===== config.mk =====
export PLATFORM = sky130hd
export DESIGN_NAME = seven_seg_scan_n_flat
export DESIGN_NICKNAME = d
export VERILOG_FILES = /design/src/rtl/seven_seg_scan_n_if.sv /design/src/rtl/seven_seg_scan_n.sv /design/src/flat_wrapper.sv
export SDC_FILE = /design/constraint.sdc
export NUM_CORES = 1
export LEC_CHECK = 0
export ABC_CLOCK_PERIOD_IN_PS = 2900
export BUFFER_PORTS_ARGS = -buffer_cell sky130_fd_sc_hd__buf_2
export CAP_MARGIN = 20
export CORE_ASPECT_RATIO = 2
export CORE_MARGIN = 10
export CORE_UTILIZATION = 39
export CTS_CLUSTER_DIAMETER = 80
export CTS_CLUSTER_SIZE = 25
export DETAILED_ROUTE_END_ITERATION = 12
export PLACE_DENSITY_LB_ADDON = 0.05
export SYNTH_ARGS = -nofsm -noshare
export SYNTH_HDL_FRONTEND = slang
export SYNTH_SLANG_ARGS = --single-unit

===== constraint.sdc =====
create_clock -name clk -period 2.9 [get_ports clk]
set_input_delay 0.145 -clock clk [delete_from_list [all_inputs] [get_ports clk]]
set_output_delay 0.145 -clock clk [all_outputs]
set_load 0.03 [all_outputs]

===== src/rtl/seven_seg_scan_n_if.sv =====
// Bundle of display-side signals between the value logic and the seven-segment scanner.
interface seven_seg_scan_n_if #(
  parameter int NUM_DIGITS = 4
);
  logic                    en;
  logic [4*NUM_DIGITS-1:0] digits;
  logic [NUM_DIGITS-1:0]   dp_in;
  logic [NUM_DIGITS-1:0]   blank;
  logic [3:0]              bright;
  logic [6:0]              segments;
  logic                    dp;
  logic [NUM_DIGITS-1:0]   anodes;
  logic                    frame_start;

  modport master (
    output en, digits, dp_in, blank, bright,
    input  segments, dp, anodes, frame_start
  );

  modport slave (
    input  en, digits, dp_in, blank, bright,
    output segments, dp, anodes, frame_start
  );
endinterface


===== src/rtl/seven_seg_scan_n.sv =====
// Multiplexed hex seven-segment scanner with PWM brightness and per-frame shadow latching.
// Define SEVEN_SEG_LZB_EN to enable leading-zero blanking.
module seven_seg_scan_n #(
  parameter int NUM_DIGITS = 4,
  parameter int PHASE_LEN  = 15625
) (
  input  logic             clk,
  input  logic             reset_n,
  seven_seg_scan_n_if.slave bus
);

  localparam int IDX_W  = (NUM_DIGITS > 1) ? $clog2(NUM_DIGITS) : 1;
  localparam int PCNT_W = (PHASE_LEN > 1) ? $clog2(PHASE_LEN) : 1;
  localparam logic [PCNT_W-1:0] PCNT_LAST = PCNT_W'(PHASE_LEN - 1);
  localparam logic [IDX_W-1:0]  IDX_LAST  = IDX_W'(NUM_DIGITS - 1);

  logic [PCNT_W-1:0]       pcnt;
  logic [3:0]              phase;
  logic [IDX_W-1:0]        idx;
  logic [4*NUM_DIGITS-1:0] shadow_digits;
  logic [NUM_DIGITS-1:0]   shadow_dp;
  logic [NUM_DIGITS-1:0]   shadow_blank;

  logic [6:0]              seg_q;
  logic                    dp_q;
  logic [NUM_DIGITS-1:0]   anodes_q;
  logic                    fs_q;

  logic                    at_start;
  logic [4*NUM_DIGITS-1:0] eff_digits;
  logic [NUM_DIGITS-1:0]   eff_dp;
  logic [NUM_DIGITS-1:0]   eff_blank;
  logic [NUM_DIGITS-1:0]   lz_mask;
  logic [3:0]              cur_digit;
  logic                    cur_dp;
  logic                    cur_dark;
  logic                    lit;
  logic [6:0]              seg_next;
  logic                    dp_next;
  logic [NUM_DIGITS-1:0]   anodes_next;

  function automatic logic [6:0] glyph(input logic [3:0] value);
    case (value)
      4'h0: glyph = 7'b1000000;
      4'h1: glyph = 7'b1111001;
      4'h2: glyph = 7'b0100100;
      4'h3: glyph = 7'b0110000;
      4'h4: glyph = 7'b0011001;
      4'h5: glyph = 7'b0010010;
      4'h6: glyph = 7'b0000010;
      4'h7: glyph = 7'b1111000;
      4'h8: glyph = 7'b0000000;
      4'h9: glyph = 7'b0010000;
      4'hA: glyph = 7'b0001000;
      4'hB: glyph = 7'b0000011;
      4'hC: glyph = 7'b1000110;
      4'hD: glyph = 7'b0100001;
      4'hE: glyph = 7'b0000110;
      default: glyph = 7'b0001110;
    endcase
  endfunction

  // On the shadow-load cycle the live inputs are shown directly, so the whole frame matches one sample.
  always_comb begin
    at_start   = (idx == '0) && (phase == 4'd0) && (pcnt == '0);
    eff_digits = at_start ? bus.digits : shadow_digits;
    eff_dp     = at_start ? bus.dp_in  : shadow_dp;
    eff_blank  = at_start ? bus.blank  : shadow_blank;
  end

`ifdef SEVEN_SEG_LZB_EN
  always_comb begin
    logic seen;
    seen    = 1'b0;
    lz_mask = '0;
    for (int i = NUM_DIGITS - 1; i >= 1; i--) begin
      if (!seen && (eff_digits[4*i +: 4] == 4'h0) && !eff_dp[i]) begin
        lz_mask[i] = 1'b1;
      end else begin
        seen = 1'b1;
      end
    end
  end
`else
  assign lz_mask = '0;
`endif

  always_comb begin
    cur_digit   = 4'h0;
    cur_dp      = 1'b0;
    cur_dark    = 1'b1;
    anodes_next = '1;
    for (int i = 0; i < NUM_DIGITS; i++) begin
      if (idx == IDX_W'(i)) begin
        cur_digit = eff_digits[4*i +: 4];
        cur_dp    = eff_dp[i];
        cur_dark  = eff_blank[i] | lz_mask[i];
      end
    end
    lit      = bus.en && (phase < bus.bright) && !cur_dark;
    seg_next = lit ? glyph(cur_digit) : 7'h7F;
    dp_next  = !(lit && cur_dp);
    for (int i = 0; i < NUM_DIGITS; i++) begin
      anodes_next[i] = !(lit && (idx == IDX_W'(i)));
    end
  end

  // Nested prescaler / phase / digit counters plus the frame shadow registers.
  always_ff @(posedge clk) begin
    if (!reset_n) begin
      pcnt          <= '0;
      phase         <= 4'd0;
      idx           <= '0;
      shadow_digits <= '0;
      shadow_dp     <= '0;
      shadow_blank  <= '0;
    end else if (bus.en) begin
      if (at_start) begin
        shadow_digits <= bus.digits;
        shadow_dp     <= bus.dp_in;
        shadow_blank  <= bus.blank;
      end
      if (pcnt == PCNT_LAST) begin
        pcnt <= '0;
        if (phase == 4'd15) begin
          phase <= 4'd0;
          idx   <= (idx == IDX_LAST) ? '0 : idx + 1'b1;
        end else begin
          phase <= phase + 4'd1;
        end
      end else begin
        pcnt <= pcnt + 1'b1;
      end
    end
  end

  always_ff @(posedge clk) begin
    if (!reset_n) begin
      seg_q    <= 7'h7F;
      dp_q     <= 1'b1;
      anodes_q <= '1;
      fs_q     <= 1'b0;
    end else begin
      seg_q    <= seg_next;
      dp_q     <= dp_next;
      anodes_q <= anodes_next;
      fs_q     <= bus.en && at_start;
    end
  end

  assign bus.segments    = seg_q;
  assign bus.dp          = dp_q;
  assign bus.anodes      = anodes_q;
  assign bus.frame_start = fs_q;

endmodule


===== src/flat_wrapper.sv =====
// flat-port wrapper written by rule: the top's interface ports become plain ports
module seven_seg_scan_n_flat 
#(
  parameter int NUM_DIGITS = 4,
  parameter int PHASE_LEN  = 15625
)
  (clk, reset_n, bus_en, bus_digits, bus_dp_in, bus_blank, bus_bright, bus_segments, bus_dp, bus_anodes, bus_frame_start);
  seven_seg_scan_n_if #(.NUM_DIGITS(NUM_DIGITS)) bus_i ();
  input  logic clk;
  input  logic reset_n;
  input wire logic [$bits(bus_i.en)-1:0] bus_en;
  input wire logic [$bits(bus_i.digits)-1:0] bus_digits;
  input wire logic [$bits(bus_i.dp_in)-1:0] bus_dp_in;
  input wire logic [$bits(bus_i.blank)-1:0] bus_blank;
  input wire logic [$bits(bus_i.bright)-1:0] bus_bright;
  output wire logic [$bits(bus_i.segments)-1:0] bus_segments;
  output wire logic [$bits(bus_i.dp)-1:0] bus_dp;
  output wire logic [$bits(bus_i.anodes)-1:0] bus_anodes;
  output wire logic [$bits(bus_i.frame_start)-1:0] bus_frame_start;
  assign bus_i.en = bus_en;
  assign bus_i.digits = bus_digits;
  assign bus_i.dp_in = bus_dp_in;
  assign bus_i.blank = bus_blank;
  assign bus_i.bright = bus_bright;
  assign bus_segments = bus_i.segments;
  assign bus_dp = bus_i.dp;
  assign bus_anodes = bus_i.anodes;
  assign bus_frame_start = bus_i.frame_start;
  seven_seg_scan_n #(.NUM_DIGITS(NUM_DIGITS), .PHASE_LEN(PHASE_LEN)) u_core (.clk(clk), .reset_n(reset_n), .bus(bus_i));
endmodule

==> impl_metrics.toml, run 1 <==
[cells_and_area]
nets = 463
fin_area_mm2 = 0.00384
drive_gt1_share_pct = 24.0
diodes = 0
utilization_pct = 50.2
synthToLayoutAreaGrowth_pct = 25.3

[floorplanning]
core_area_mm2 = 0.00766
die-area_mm2 = 0.0120
initial_utilization_pct = 40.1
fp.dieW_um = 82.7
die_h_um = 145
fp-row-count = 45
num_io_pins = 44

[yosys]
synth_edf_count = 0
synth_flop_cell = "dfxtp_1"
syn_nets = 398
synth.top_cell.area_share_pct = 37.2
ys_top_cells_by_count = "75 x nand2_1, 57 x dfxtp_1, 26 x mux2i_1"
synth_top_family_by_area = "simple AND/OR/NAND/NOR gates"
synthArstFlopShare_pct = 0
synth-compound-area-share_pct = 17.0
synth_xor_area_share_pct = 4.00
synth_mux_area_share_pct = 9.21
synthAdderAreaFrac_pct = 6.93
synth-simple-area-share_pct = 21.9
yosysSeqAreaShare_pct = 37.2
synth_area_leaders = "dfxtp_1 37%, nand2_1 9.2%, mux2i_1 8.5%"
yosys_register_bits = 57
postSynthCellCount = 350
synth.avg_cell_area_um2 = 8.77
synth_cell_types = 52
yosys.area.top_type = "dfxtp_1"
syn_area_mm2 = 0.00307
yosysMostFrequentCell = "nand2_1"
yosys_warnings = 0

[critical_path]
cp.arrival_ns = 2.92
start_kind = "flip-flop"
crit_type = "reg -> reg"
critical_path_required_ns = 3.11
critPathCaptureType = "flip-flop"
critPathMaxFanout = 8

[global_route]
grt_max_degree = 33
grt_pass1_wl_um = 13800
grt_overflow_total = 0
grt_use_total_pct = 14.8
antenna_found_initial = 0
grt_pass1_vias = 2803

[pwr]
power_density_mw_per_mm2 = 578
ir_worst_vdd_v = 0.000345
p_leak_nw = 1.69

[place]
hpwl_um = 6540
portBuffers = 43
routabilityCongestion = 0.820
postPlaceCellArea_mm2 = 0.00350

[drt]
first_iter_violations = 122
drt_pass1_iterations = 4
vias_per_cell = 5.19
routedWlPerCell_um = 16.4
detail-route-antenna-nets = 0
drc = 0
finalWirelength_um = 8440
vias = 2670

[clock_network]
cts_sinks = 57
cts_hold_buf = 0
numCtsBuffers = 9
insertion_delay_ns = 0.32
clk_pin_slew_ns = 0.05
tritoncts = "built"
cts_max_level = 3
clock_path_buffers = 2
root_buffer = "clkbuf_16"

[timing]
finalMaxSlewViolations = 0
tightest_slew_ns = 0.650
post-route-period-util_pct = 93.6
setup_viol = 0
fin_skew_ns = 0.00357
fmax_ghz = 0.368
grt_setup_unrepaired = "true"
final.min_clock_period_ns = 2.72
slew_headroom_pct = 56.3
final-hold-violation-count = 0

[min_path]
holdCritPathClass = "in -> reg"

[status]
status = "complete, no violations"

[run]
cap_violations = 0
-- critical path, stage by stage, from the launching register on --
cell and delay [ns]:
dfxtp_1 0.34, nor4_1 0.32, nand4_1 0.19, nor2_2 0.16, buf_6 0.16, mux2i_1 0.19, nor2_1 0.09, o41ai_4 0.45
inv_2 0.09, ha_2 0.22, a21boi_0 0.13, a211oi_1 0.19, o21ai_1 0.09
-- flip-flops by register name, indices dropped and copies added (netlist names), 2 cells and up --
signal                count
u_core.shadow_dp          4
u_core.pcnt              14
u_core.idx                2
u_core.bus.segments       7
u_core.shadow_digits     16
u_core.bus.anodes         4
u_core.phase              4
u_core.shadow_blank       4
-- what timing repair did --
action | in CTS | in global routing
setup buffers | 0 | 3
gates resized for setup | 0 | 6
setup endpoints to repair | 0 | 5
-- final timing paths --
check / from / to / slack [ns] / depth (start not counted)
worst min-delay path: bus_digits[13] / u_core.shadow_digits[13]$_SDFFE_PN0P_ / 0.08 / 3
worst max-delay path: u_core.pcnt[12]$_SDFFE_PN0P_ / u_core.bus.segments[3]$_SDFF_PN1_ / 0.18 / 12
worst min register to register: u_core.shadow_dp[3]$_SDFFE_PN0P_ / u_core.shadow_dp[3]$_SDFFE_PN0P_ / 0.46 / 2
worst max register to register: u_core.pcnt[12]$_SDFFE_PN0P_ / u_core.bus.segments[3]$_SDFF_PN1_ / 0.18 / 12
-- per-layer routing --
metal | track usage [%] | part of all wire, % | wire length (um)
met4 | 7.15 | 1.7 | 147
met3 | 3.21 | 3.7 | 312
met5 | 0 | 0 | 0
met2 | 27.7 | 59 | 4970
met1 | 14.0 | 36 | 3000
-- stage by stage --
stage          hold WS (ns)  setup slack (ns)  power [mW]  setup TNS (ns)  instances
3_3_place_gp          0.415             0.150        1.24               0        495
2_1_floorplan         0.292             0.158        1.13               0        350
6_report             0.0803             0.185        2.22               0        514
5_1_grt              0.0852           -0.0433        2.32         -0.0433        514
3_5_place_dp          0.421            0.0875        1.25               0        495
4_1_cts              0.0780            0.0705        2.22               0        511
-- power by group --
| part | switching, mW | internal (mW) |
|---|---|---|
| combinational | 0.236 | 0.178 |
| sequential | 0.0162 | 0.824 |
| clock | 0.349 | 0.619 |
| total | 0.601 | 1.62 |
-- placed cells by master (no fill, tap or decap), drive strengths merged, types with 5 or more instances in the layout --
master	netlist	final
nand2	77	77
buf	5	69
dfxtp	57	57
mux2i	26	26
a21boi	25	25
nor2	20	20
ha	17	17
clkbuf	10	13
inv	12	12
xor2	9	9
a21oi	9	9
nand3	8	8
nor3	8	8
and3	6	6
nor2b	5	5
xnor2	5	5
-- cell families (layout without fill, tap and decap cells) --
kind of cell,after synthesis,count (layout)
xor gates and xnor gates,14,14
muxes,28,28
DFF,57,57
buffers and inverters,27,97
adders and majority gates,17,17
AOI/OAI and AO/OA,66,66
and+or+nand+nor,141,141
-- cell type report --
class,count,area (um^2)
clock inverters,3,15.0
multi-input cells,266,1840
clock buffers,13,260
inverters,12,45.0
repair buffers,69,427
flip-flops and latches,57,1140
fillers,808,3810
well taps,94,118
(Power assumes the default switching activity.)
==> inputs of run 2 (changes only) <==
GPL_TIMING_DRIVEN = 0   (was not set)
==> impl_metrics.toml, run 2 (synthesis results as in run 1) <==
[floorplanning]
initial_utilization_pct = 40.1
num_io_pins = 44
core_area_mm2 = 0.00766
die-area_mm2 = 0.0120
fp-row-count = 45
die_h_um = 145
fp.dieW_um = 82.7

[timing]
finalMaxSlewViolations = 0
fin_skew_ns = 0.00426
final-hold-violation-count = 0
final.min_clock_period_ns = 2.77
fmax_ghz = 0.361
grt_setup_unrepaired = "true"
tightest_slew_ns = 0.686
slew_headroom_pct = 53.9
setup_viol = 0
post-route-period-util_pct = 95.6

[cells_and_area]
n_fill_cell = 805
top_register = "u_core.shadow_digits"
nets = 461
mostFrequentLayoutCell = "nand2_1"
synthToLayoutAreaGrowth_pct = 25.2
utilization_pct = 50.2
most-common-layout-cells = "74 x nand2_1, 55 x dfxtp_1, 44 x buf_2, 24 x mux2i_1, 24 x a21boi_0"
diodes = 0
final_cells = 510
largest_reg_flops = 16
drive_gt1_share_pct = 23.6

[drt]
detail-route-antenna-nets = 0
vias_per_cell = 5.16
routedWlPerCell_um = 16.2
first_iter_violations = 118
finalWirelength_um = 8270
drc = 0
vias = 2633
drt_pass1_iterations = 4

[clock_network]
cts_max_level = 3
numCtsBuffers = 9
cts_sinks = 57
root_buffer = "clkbuf_16"
tritoncts = "built"
clock_path_buffers = 2
insertion_delay_ns = 0.33
clk_pin_slew_ns = 0.05

[pwr]
p_leak_nw = 1.63
ir_worst_vdd_v = 0.000324
power_density_mw_per_mm2 = 583

[global_route]
grt_pass1_vias = 2829
grt_pass1_wl_um = 13600
grt_use_total_pct = 14.7
grt_max_degree = 11
antenna_found_initial = 0
grt_overflow_total = 0

[critical_path]
crit_buf_inv = 4
critPathMaxFanout = 7
critical_path_required_ns = 3.11
path_delay_family = "compound AO/OA/AOI/OAI gates"
cp.arrival_ns = 2.99
crit_type = "reg -> reg"
rr_worst_depth = 15
cp_slowest_stage_delay_ns = 0.33
slowest_stage = "dfxtp_2"
crit_path_cell_trace = "inv_1 > ha_2 > nor4b_4 > nand2_2 > nor2_4 > buf_6 > buf_8 > mux2i_1 > a22oi_2 > o41ai_4 > buf_4 > ha_4 > a21oi_2 > a211oi_2 > o21ai_1"
crit_cells = 15
critPathCaptureType = "flip-flop"
start_kind = "flip-flop"

[place]
portBuffers = 42
place_inst = 486
hpwl_um = 6360
routabilityCongestion = 0.822

[min_path]
holdPathStages = 3
holdCritPathClass = "in -> reg"

[status]
status = "complete, no violations"

[run]
cap_violations = 0
## run 2: area by class of cell
cell class / count / area, um^2 / share of cell area [%]
Timing Repair Buffer: 52 / 285 / 7.42
Buffer: 15 / 85.1 / 2.21
Multi-Input combinational cell: 266 / 1900 / 49.5
Clock buffer: 14 / 264 / 6.87
Sequential cell: 57 / 1140 / 29.8
Inverter: 12 / 45.0 / 1.17
Tap cell: 94 / 118 / 3.06
## run 2: worst register-to-register path, delay by kind of cell (launching register included)
family	cells	cell delay, ns
buffers and inverters	4	0.57
DFF	1	0.33
AOI/OAI and AO/OA	5	0.77
adders and majority gates	2	0.44
and+or+nand+nor	3	0.47
muxes	1	0.09
## run 2: final timing paths
path / start / end / slack (ns)
max: u_core.pcnt[0]$_SDFFE_PN0P_ / u_core.bus.segments[3]$_SDFF_PN1_ / 0.13
max reg2reg: u_core.pcnt[0]$_SDFFE_PN0P_ / u_core.bus.segments[3]$_SDFF_PN1_ / 0.13
min reg2reg: u_core.shadow_dp[0]$_SDFFE_PN0P_ / u_core.shadow_dp[0]$_SDFFE_PN0P_ / 0.46
min: bus_digits[3] / u_core.shadow_digits[3]$_SDFFE_PN0P_ / 0.08
## run 2: metrics by stage
step	worst slack, ns	power, mW	TNS [ns]	cell area [um^2]	hold slack, ns
final	0.128	2.24	0	3840	0.0754
after global routing	-0.0106	2.35	-0.0113	3840	0.0837
after CTS	0.00117	2.24	0	3770	0.0676
after detailed placement	-0.423	1.24	-2.78	3400	0.416
after global placement	-0.376	1.24	-2.56	3400	0.410
after floorplan	0.158	1.13	0	3070	0.292
## run 2: what timing repair did
action                                  CTS  global route
pin swaps                                 4             6
buffers inserted                          7             3
hold buffers                              0             0
resized for setup                        11            13
endpoints found under the setup margin   12            21
hold endpoints to repair                  0             0
## run 2: where the power goes
| part | leakage, nW | total [mW] | internal (mW) | switching, mW |
|---|---|---|---|---|
| sequential | 0.466 | 0.843 | 0.825 | 0.0177 |
| combinational | 1.03 | 0.447 | 0.194 | 0.253 |
| clock | 0.129 | 0.950 | 0.613 | 0.337 |
| total | 1.63 | 2.24 | 1.63 | 0.607 |
## run 2: layer usage
metal,track usage (%),part of all wire [%],vias to the layer above,wire length (um)
met2,27.8,59,45,4850
met4,5.64,2.2,0,180
met3,4.20,4.4,14,362
li1,-,-,1344,-
met1,13.6,35,1230,2880
met5,0,0,-,0
